`src/rtl/frv_gpr_wb_arbiter.sv`:
```
// GPR write-port arbiter: in-order writeback (A) has priority over long-latency completions (B).
// Define FRV_GPR_ARB_STARVE_EN to add the starvation counter that forces a held B entry through.
module frv_gpr_wb_arbiter #(
    parameter int XLEN         = 32,
    parameter int STARVE_LIMIT = 4
) (
    input  logic            g_clk,
    input  logic            g_resetn,
    input  logic            a_valid,
    output logic            a_ready,
    input  logic [4:0]      a_rd,
    input  logic [XLEN-1:0] a_wdata,
    input  logic            b_valid,
    output logic            b_ready,
    input  logic [4:0]      b_rd,
    input  logic [XLEN-1:0] b_wdata,
    output logic            pend_valid,
    output logic [4:0]      pend_rd,
    output logic            gpr_wen,
    output logic [4:0]      gpr_rd,
    output logic [XLEN-1:0] gpr_wdata
);

    if (STARVE_LIMIT < 1 || STARVE_LIMIT > 15) begin : g_bad_limit
        $error("frv_gpr_wb_arbiter: STARVE_LIMIT must be in 1..15");
    end

    logic            held;
    logic [4:0]      h_rd;
    logic [XLEN-1:0] h_wdata;

    logic            force_b;
    logic            grant_a;
    logic            grant_b;
    logic            b_accept;
    logic            b_keep;
    logic            kill;
    logic [4:0]      win_rd;
    logic [XLEN-1:0] win_wdata;

`ifdef FRV_GPR_ARB_STARVE_EN
    localparam logic [3:0] LIMIT = 4'(STARVE_LIMIT);

    logic [3:0] starve;

    assign force_b = held && (starve == LIMIT);

    // Counts cycles a held entry loses to A; restarts for every new entry.
    always_ff @(posedge g_clk or negedge g_resetn) begin
        if (!g_resetn) begin
            starve <= 4'd0;
        end else if (!held || grant_b || kill) begin
            starve <= 4'd0;
        end else if (starve != LIMIT) begin
            starve <= starve + 4'd1;
        end
    end
`else
    assign force_b = 1'b0;
`endif

    assign a_ready = !force_b;
    assign grant_a = a_valid && !force_b;
    assign grant_b = force_b || (held && !a_valid);

    // Draining and refilling the buffer in one cycle avoids a bubble on B.
    assign b_ready  = !held || grant_b;
    assign b_accept = b_valid && b_ready;
    assign b_keep   = b_accept && (b_rd != 5'd0);

    // A newer A write to the held register makes the held value dead.
    assign kill = grant_a && held && (a_rd == h_rd) && (h_rd != 5'd0);

    always_comb begin
        win_rd    = a_rd;
        win_wdata = a_wdata;
        if (grant_b) begin
            win_rd    = h_rd;
            win_wdata = h_wdata;
        end
    end

    always_ff @(posedge g_clk or negedge g_resetn) begin
        if (!g_resetn) begin
            held    <= 1'b0;
            h_rd    <= 5'd0;
            h_wdata <= '0;
        end else if (b_keep) begin
            held    <= 1'b1;
            h_rd    <= b_rd;
            h_wdata <= b_wdata;
        end else if (grant_b || kill) begin
            held    <= 1'b0;
        end
    end

    // Writes to x0 are dropped; rd/wdata keep their last written values.
    always_ff @(posedge g_clk or negedge g_resetn) begin
        if (!g_resetn) begin
            gpr_wen   <= 1'b0;
            gpr_rd    <= 5'd0;
            gpr_wdata <= '0;
        end else if ((grant_a || grant_b) && (win_rd != 5'd0)) begin
            gpr_wen   <= 1'b1;
            gpr_rd    <= win_rd;
            gpr_wdata <= win_wdata;
        end else begin
            gpr_wen   <= 1'b0;
        end
    end

    assign pend_valid = held;
    assign pend_rd    = h_rd;

endmodule

```
`config.mk`:
```
export PLATFORM = sky130hd
export DESIGN_NAME = frv_gpr_wb_arbiter
export DESIGN_NICKNAME = d
export VERILOG_FILES = /design/src/rtl/frv_gpr_wb_arbiter.sv
export SDC_FILE = /design/constraint.sdc
export NUM_CORES = 1
export LEC_CHECK = 0
export CORE_UTILIZATION = 40
export DETAILED_ROUTE_END_ITERATION = 6
export PLACE_DENSITY_LB_ADDON = 0.05
export SETUP_SLACK_MARGIN = 0.02
export SYNTH_ARGS = -nofsm -noshare
export SYNTH_HDL_FRONTEND = slang
export SYNTH_SLANG_ARGS = --single-unit
```
`constraint.sdc`:
```
create_clock -name g_clk -period 1.7 [get_ports g_clk]
set_input_delay 0.255 -clock g_clk [delete_from_list [all_inputs] [get_ports g_clk]]
set_output_delay 0.255 -clock g_clk [all_outputs]
set_load 0.01 [all_outputs]
```
Word-level counts from Yosys, hierarchy flattened:

Cells that the tools add are included.
W data, S select, Z words.

* word-level logic and storage cells: 28
* bits in registers: 76
* output and inout bits: 46

* muxes and demuxes: 5
* reductions and logical operators: 16
* equality and inequality tests: 1

Operators with widths (number)
* $mux W32: 1
* $reduce_bool A5 Y1: 3
* $logic_and A1 B1 Y1: 7
* $eq A5 B5 Y1: 1
* $mux W5: 1
* $logic_or A1 B1 Y1: 3
* $mux W1: 3
* $logic_not A1 Y1: 2
* $reduce_bool A2 Y1: 1

Logic depth before layout (Yosys ltp):

Gate-level depths: netlist of run 1.

* depth in word-level cells: 6
* depth in mapped cells: 6

Least setup slack after synthesis of run 1:

Ideal clock, no wire load.

* path kind: register to register
* start point: register h_rd[2], in the netlist pend_rd[2]
* end point: register gpr_wdata[10]
* library setup time: 126 ps
* slack: -85 ps
* arrival time: 1659 ps
* required time: 1574 ps
* stages on the path, launching flop included: 6
* cell sequence: dfrtp_1 or4_4 nor2_2 nor2_1 buf_6 a221o_1

* longest elaborated chain between the ends: 3

RTL lines
* from (decl): RTL line 29 `logic [4:0] h_rd;`
* from (signal assigned): RTL line 90 `h_rd <= b_rd;`
* $mux W5: RTL line 77 `if (grant_b) begin`
* $reduce_bool A5 Y1: RTL line 103 `end else if ((grant_a || grant_b) && (win_rd != 5'd0)) begin`
* $logic_and A1 B1 Y1: RTL line 103
* to (signal assigned): RTL line 106 `gpr_wdata <= win_wdata;`
* to (decl): RTL line 21 `output logic [XLEN-1:0] gpr_wdata`

Every way passes these cells.
A chain may end at the register's enable or synchronous reset.

Worst setup path after layout of run 1:

* start point: register h_rd[3], in the netlist pend_rd[3]
* end point: register gpr_wdata[0]

Same word-level chain as after synthesis.

==> results of run 1 <==
## per-stage QoR
stage / total power, mW / instances / area [um^2]
floorplan: 2.94 / 243 / 3390
finish: 5.14 / 502 / 5270
detailed placement: 3.73 / 479 / 4890
global route: 5.40 / 502 / 5270
global placement: 3.70 / 479 / 4890
CTS: 5.18 / 501 / 5240
## repair_timing
action,4_1_cts,5_1_grt
pin swaps,19,5
hold endpoints to repair,27,0
hold buffers,1,0
setup buffers,4,1
endpoints found under the setup margin,75,55
gates resized for setup,22,13
gates cloned,2,1
## power by group through the flow
| stage | clock network (mW) | logic [mW] | registers, mW |
|---|---|---|---|
| after floorplan | 0 | 0.581 | 2.36 |
| after global placement | 0 | 1.40 | 2.30 |
| after detailed placement | 0 | 1.43 | 2.30 |
| after CTS | 1.40 | 1.50 | 2.28 |
| after global routing | 1.48 | 1.61 | 2.32 |
| final | 1.36 | 1.50 | 2.28 |
## final timing paths
kind | endpoint | slack [ns] | from
min in group asynchronous | gpr_wdata[2] | 0.37 | g_resetn
min reg2reg | gpr_wdata[31] | 0.51 | h_wdata[31]
max in group asynchronous | gpr_wen | 0.78 | g_resetn
min | pend_rd[0] | 0.27 | b_rd[0]
max reg2reg | gpr_wdata[0] | -0.07 | pend_rd[3]
max | gpr_wdata[0] | -0.07 | pend_rd[3]
## worst max-delay path: cells and delay by family, from the launching register on
family	cells	cell delay (ns)
buf+inv	1	0.14
flops	1	0.38
compound gates	1	0.37
simple gates	3	0.77
## final cells by class
class / instances / area, um^2
clock buffer: 11 / 131
tap: 102 / 128
fill: 598 / 2620
clock inverter: 5 / 61.3
multi-input combinational: 143 / 1370
sequential: 76 / 1900
inverter: 4 / 15.0
timing repair buffer: 161 / 1660
## flip-flops by register name, indices dropped and copies added, names as in the netlist
register	flops
pend_valid	1
gpr_wen	1
h_wdata	32
gpr_wdata	32
gpr_rd	5
pend_rd	5
## Yosys cell counts
cell | number | share of area
buf_6 | 9 | 0.031
buf_4 | 2 | 0.0045
a32o_1 | 1 | 0.0030
inv_1 | 4 | 0.0045
nor2_1 | 1 | 0.0011
xnor2_1 | 4 | 0.011
or4_4 | 2 | 0.0068
o21ai_0 | 1 | 0.0015
or4_1 | 1 | 0.0023
conb_1 | 1 | 0.0011
a221o_2 | 2 | 0.0068
nand2b_1 | 1 | 0.0019
buf_2 | 8 | 0.012
nor2_2 | 1 | 0.0019
clkbuf_1 | 1 | 0.0011
mux2_2 | 36 | 0.12
or3_1 | 1 | 0.0019
a21oi_1 | 4 | 0.0060
nand2_1 | 8 | 0.0091
o21bai_2 | 1 | 0.0034
a221oi_1 | 1 | 0.0026
a221o_1 | 30 | 0.091
nor2_4 | 1 | 0.0034
nor2b_2 | 1 | 0.0026
nor4_1 | 1 | 0.0019
o221ai_1 | 4 | 0.011
o21ai_2 | 1 | 0.0026
nand4_1 | 1 | 0.0019
and3_1 | 32 | 0.060
o211ai_2 | 1 | 0.0038
dfrtp_1 | 76 | 0.57
mux2i_1 | 4 | 0.012
nor3_1 | 1 | 0.0015
## layer usage
layer,global-route usage,vias up,part of all wire
met5,0,-,0
met4,0.0654,0,0.0099
met3,0.0480,6,0.057
met2,0.343,96,0.48
met1,0.293,1325,0.46
li1,-,1230,-
## kinds of logic after synthesis
family	share of synthesized area
compound gates	0.131
xor+xnor	0.0106
buf+inv	0.0528
flops	0.574
mux	0.134
other cells	0.00113
simple gates	0.0966
==> impl_metrics.py, run 1 <==
metrics = {
    "job": {
        "maxCapViolCount": 0,
    },
    "sta": {
        "hold_violations": 0,
        "setup_tns_ns": -1.09,
        "layout_setup_ws_ns": -0.0748,
        "fin_skew_ns": 0.00706,
        "setup_violations": 32,
        "hold_ws_ns": 0.273,
        "rsz0062_at_grt": "yes",
        "slew_viol_final": 0,
        "period_needed_ns": 1.77,
        "max_freq_mhz": 563,
        "period_share": 1.04,
    },
    "drt": {
        "vias_per_cell": 5.29,
        "drt_iter0_drc": 84,
        "firstDrtPassIters": 4,
        "remaining_drc_errors": 0,
        "postRouteAntennaNets": 0,
        "wl_um": 8760,
        "wl_per_cell_um": 17.5,
        "vias": 2657,
    },
    "clock_network": {
        "clkSinkCount": 76,
        "cts-root-buf": "clkbuf_8",
        "clkLatencyLatePin_ns": 0.34,
        "clockBufferDepth": 2,
        "cts_buffers": 9,
        "htreeDepth": 3,
        "cts.reportedPaths.clkPinSlew_ns": 0.08,
        "cts_tree": "built",
    },
    "pwr": {
        "switching_share": 0.273,
        "ir_drop_v": 0.000664,
        "p_sw_mw": 1.40,
        "p_clk_frac": 0.265,
        "power_frac_seq": 0.443,
        "powerDensity_mw_per_mm2": 977,
        "internal-power_mw": 3.74,
        "power_leakage_nw": 2.34,
        "comb_power_share": 0.292,
    },
    "placed_design": {
        "gp_congestion": 0.790,
        "pre_cts_slack_ns": -0.502,
        "hpwl_um": 6030,
        "numPortBuffers": 122,
    },
    "floorplanning": {
        "die_w_um": 93.0,
        "row_count": 32,
        "die_area_mm2": 0.00866,
        "core-area_mm2": 0.00789,
        "pin_count": 124,
        "initial_core_util": 0.420,
        "die_h_um": 93.0,
    },
    "finish": {
        "num_antenna_cells": 0,
        "final_cell_mix": "clkdlybuf4s50_1 (113), dfrtp_1 (74), and3_1 (30), a221o_1 (30), buf_4 (21)",
        "area_growth_pct": 58.8,
        "fin_util": 0.668,
        "final_nets": 473,
        "layout-drive-gt1-share": 0.278,
        "final_common_cell": "clkdlybuf4s50_1",
    },
    "global_routing": {
        "grt_overflow": 0,
        "antenna_found_initial": 0,
        "track_usage": 0.215,
        "grt_pass1_vias": 2723,
        "grt_max_degree": 39,
        "grt_pass1_wl_um": 14200,
    },
    "synth": {
        "synth_fp_nets": 321,
        "avgSynthCellArea_um2": 13.6,
        "yosysUniqueCellTypes": 33,
        "netlist_area_mm2": 0.00332,
        "yosysWarnings": 0,
        "ys_ff_latch": 76,
        "ys_seq_area_frac": 0.574,
        "syn_inst": 243,
    },
    "worst_setup_path": {
        "cp.required_ns": 1.92,
        "cp.arrival_ns": 2.00,
        "crit_top_cell": "nor2_4",
        "crit_fanout": 9,
        "critPathKind": "reg -> reg",
        "start_kind": "flop",
        "end_kind": "flop",
        "crit_path_max_incr_delay_ns": 0.58,
        "slowest_stage": "or4_4",
        "path_cells": "or4_4 -> nor2_4 -> nor2_4 -> buf_12 -> a221o_2",
        "rr_worst_depth": 5,
    },
    "hold_path": {
        "hold_depth": 2,
        "hp-class": "in -> reg",
    },
    "status": {
        "run_status": "finished with violations",
        "violations": "negative setup slack",
    },
}
(Power assumes the default switching activity.)
==> run 2, diff against run 1 <==
--- a/config.mk
+++ b/config.mk
@@ -8,6 +8,7 @@
 export CORE_UTILIZATION = 40
 export DETAILED_ROUTE_END_ITERATION = 6
 export PLACE_DENSITY_LB_ADDON = 0.05
+export REMOVE_ABC_BUFFERS = 1
 export SETUP_SLACK_MARGIN = 0.02
 export SYNTH_ARGS = -nofsm -noshare
 export SYNTH_HDL_FRONTEND = slang
==> run 2 against run 1 <==
Power decreased by 1.5%. Via count is 1.0% higher. Combinational power about the same. Critical endpoint unchanged. The run still ends with negative setup slack left. Clock skew is essentially flat. Non-clock buffer count unchanged. Maximum frequency fell by 0.79%. Register-to-register slack hardly changed. Critical path depth is 1 higher. Flip-flop and latch count unchanged. Final cell count stayed put. Critical path type is now in -> reg. Clock-buffer cell count is the same. Largest power group unchanged.
==> impl_metrics.py, run 2 (synthesis gave the netlist of run 1 again) <==
metrics = {
    "sta": {
        "setup_violations": 32,
        "hold_ws_ns": 0.172,
        "period_needed_ns": 1.79,
        "slew_viol_final": 0,
        "rsz0062_at_grt": "yes",
        "max_freq_mhz": 559,
        "fin_skew_ns": 0.00703,
        "layout_setup_ws_ns": -0.0889,
        "period_share": 1.05,
        "hold_violations": 0,
    },
    "global_routing": {
        "grt_max_degree": 77,
        "track_usage": 0.215,
        "grt_pass1_wl_um": 14200,
        "grt_overflow": 0,
        "grt_pass1_vias": 2737,
        "antenna_found_initial": 0,
    },
    "pwr": {
        "p_sw_mw": 1.40,
        "p_clk_frac": 0.252,
        "power_leakage_nw": 2.37,
        "powerDensity_mw_per_mm2": 961,
        "ir_drop_v": 0.000519,
        "switching_share": 0.276,
        "power_frac_seq": 0.448,
        "internal-power_mw": 3.67,
        "comb_power_share": 0.300,
        "p_total_mw": 5.07,
    },
    "floorplanning": {
        "die_w_um": 93.0,
        "core-area_mm2": 0.00789,
        "pin_count": 124,
        "row_count": 32,
        "die_area_mm2": 0.00866,
        "die_h_um": 93.0,
        "initial_core_util": 0.420,
    },
    "clock_network": {
        "htreeDepth": 3,
        "cts.reportedPaths.clkPinSlew_ns": 0.08,
        "cts-root-buf": "clkbuf_8",
        "clkSinkCount": 76,
        "cts_buffers": 9,
        "clockBufferDepth": 2,
        "cts_tree": "built",
        "clkLatencyLatePin_ns": 0.34,
    },
    "placed_design": {
        "dp.cells": 474,
        "numPortBuffers": 122,
        "dpl_cell_area_mm2": 0.00480,
        "hpwl_um": 5590,
        "gp_congestion": 0.750,
    },
    "finish": {
        "design_area_mm2": 0.00527,
        "stdcell_count": 502,
        "area_growth_pct": 58.9,
        "fillers": 602,
        "reg.largest.list": "gpr_wdata: 32 flops, h_wdata: 32 flops",
        "layout-drive-gt1-share": 0.278,
        "regArea_mm2": 0.00190,
        "multi_input_area_mm2": 0.00134,
        "num_antenna_cells": 0,
        "final_nets": 473,
        "final_common_cell": "clkdlybuf4s50_1",
        "fin_util": 0.668,
        "final_cell_mix": "clkdlybuf4s50_1 (111), dfrtp_1 (75), and3_1 (32), a221o_1 (30), mux2_2 (25)",
    },
    "worst_setup_path": {
        "cp.required_ns": 1.92,
        "rr_worst_depth": 5,
        "crit_path_end": "gpr_wdata[0]",
        "startpoint": "a_rd[2]",
        "crit_fanout": 16,
        "end_kind": "flop",
        "slowest_stage": "or4_4",
        "crit_path_max_incr_delay_ns": 0.58,
        "critPathKind": "in -> reg",
        "reg2reg_slack_ns": -0.09,
        "r2r_end": "gpr_wdata[0]",
        "critical_path.top_delay_family": "simple AND/OR/NAND/NOR gates",
        "path_buf_inv": 2,
        "start_kind": "input port",
        "cp.arrival_ns": 2.01,
        "path_cells": "clkdlybuf4s50_1 -> or4_4 -> nor2_4 -> nor2b_2 -> buf_12 -> a221o_2",
        "r2r-start": "pend_rd[3]",
        "path_depth": 6,
    },
    "status": {
        "run_status": "finished with violations",
        "violations": "negative setup slack",
    },
    "drt": {
        "wl_um": 8860,
        "vias": 2684,
        "wl_per_cell_um": 17.6,
        "firstDrtPassIters": 4,
        "drt_iter0_drc": 82,
        "vias_per_cell": 5.35,
        "remaining_drc_errors": 0,
        "postRouteAntennaNets": 0,
    },
    "job": {
        "maxCapViolCount": 0,
    },
    "hold_path": {
        "hp-class": "in -> reg",
        "min_from": "b_rd[0]",
    },
}
[run 2: cell types whose count changed in the layout (fill, tap and decap cells not counted), sizes merged]
| cell | previous run | this run |
|---|---|---|
| clkbuf | 12 | 13 |
| dlymetal6s2s | 2 | 4 |
| bufinv | 1 | 0 |
| clkinv | 0 | 2 |
| clkdlybuf4s50 | 113 | 111 |
| buf | 39 | 40 |
| inv | 5 | 4 |
| clkdlybuf4s15 | 2 | 0 |
[run 2: cell type report]
cell class	instances	area share
clock buffer	11	0.0287
timing repair buffer	161	0.323
multi-input combinational	143	0.254
inverter	4	0.00285
clock inverter	5	0.00689
sequential	76	0.361
tap	102	0.0242
[run 2: what timing repair did]
item | in CTS | in global routing
hold buffers | 1 | 0
resized for setup | 34 | 13
setup endpoints to repair | 73 | 76
buffers inserted | 5 | 3
pin swaps | 3 | 7
gates cloned | 3 | 0
hold endpoints to repair | 76 | 0
[run 2: per-layer routing]
| layer | global-route usage | share of wire |
|---|---|---|
| met5 | 0 | 0 |
| met4 | 0.0667 | 0.014 |
| met3 | 0.0577 | 0.060 |
| met2 | 0.352 | 0.48 |
| met1 | 0.279 | 0.45 |
[run 2: how the worst min path moves through the flow]
stage	endpoint	slack [ns]	depth (start not counted)
6_report	pend_rd[0]	0.17	2
5_1_grt	pend_rd[0]	0.16	2
4_1_cts	pend_rd[3]	0.16	2
3_5_place_dp	gpr_rd[0]	0.31	2
3_3_place_gp	gpr_rd[0]	0.31	2
2_1_floorplan	gpr_rd[0]	-0.04	0
[run 2: stage by stage]
stage / TNS, ns / setup slack (ns)
floorplan: -37.68 / -0.688
global placement: -29.15 / -0.493
detailed placement: -29.61 / -0.502
CTS: -1.56 / -0.0704
global route: -3.33 / -0.128
finish: -2.08 / -0.0889
[run 2: power groups by stage]
stage                     Clock [mW]  Combinational (mW)  Sequential (mW)
after detailed placement           0                1.38             2.29
after global placement             0                1.36             2.29
final                           1.28                1.52             2.27
after floorplan                    0               0.469             2.36
after global routing            1.39                1.62             2.30
after CTS                       1.31                1.49             2.27
==> run 3, diff against run 2 <==
--- a/config.mk
+++ b/config.mk
@@ -6,9 +6,9 @@
 export NUM_CORES = 1
 export LEC_CHECK = 0
 export CORE_UTILIZATION = 40
+export CTS_CLUSTER_DIAMETER = 50
 export DETAILED_ROUTE_END_ITERATION = 6
 export PLACE_DENSITY_LB_ADDON = 0.05
-export REMOVE_ABC_BUFFERS = 1
 export SETUP_SLACK_MARGIN = 0.02
 export SYNTH_ARGS = -nofsm -noshare
 export SYNTH_HDL_FRONTEND = slang
==> results of run 3 <==
Same layout as run 1: the final DEF is identical, and so are final timing and power.
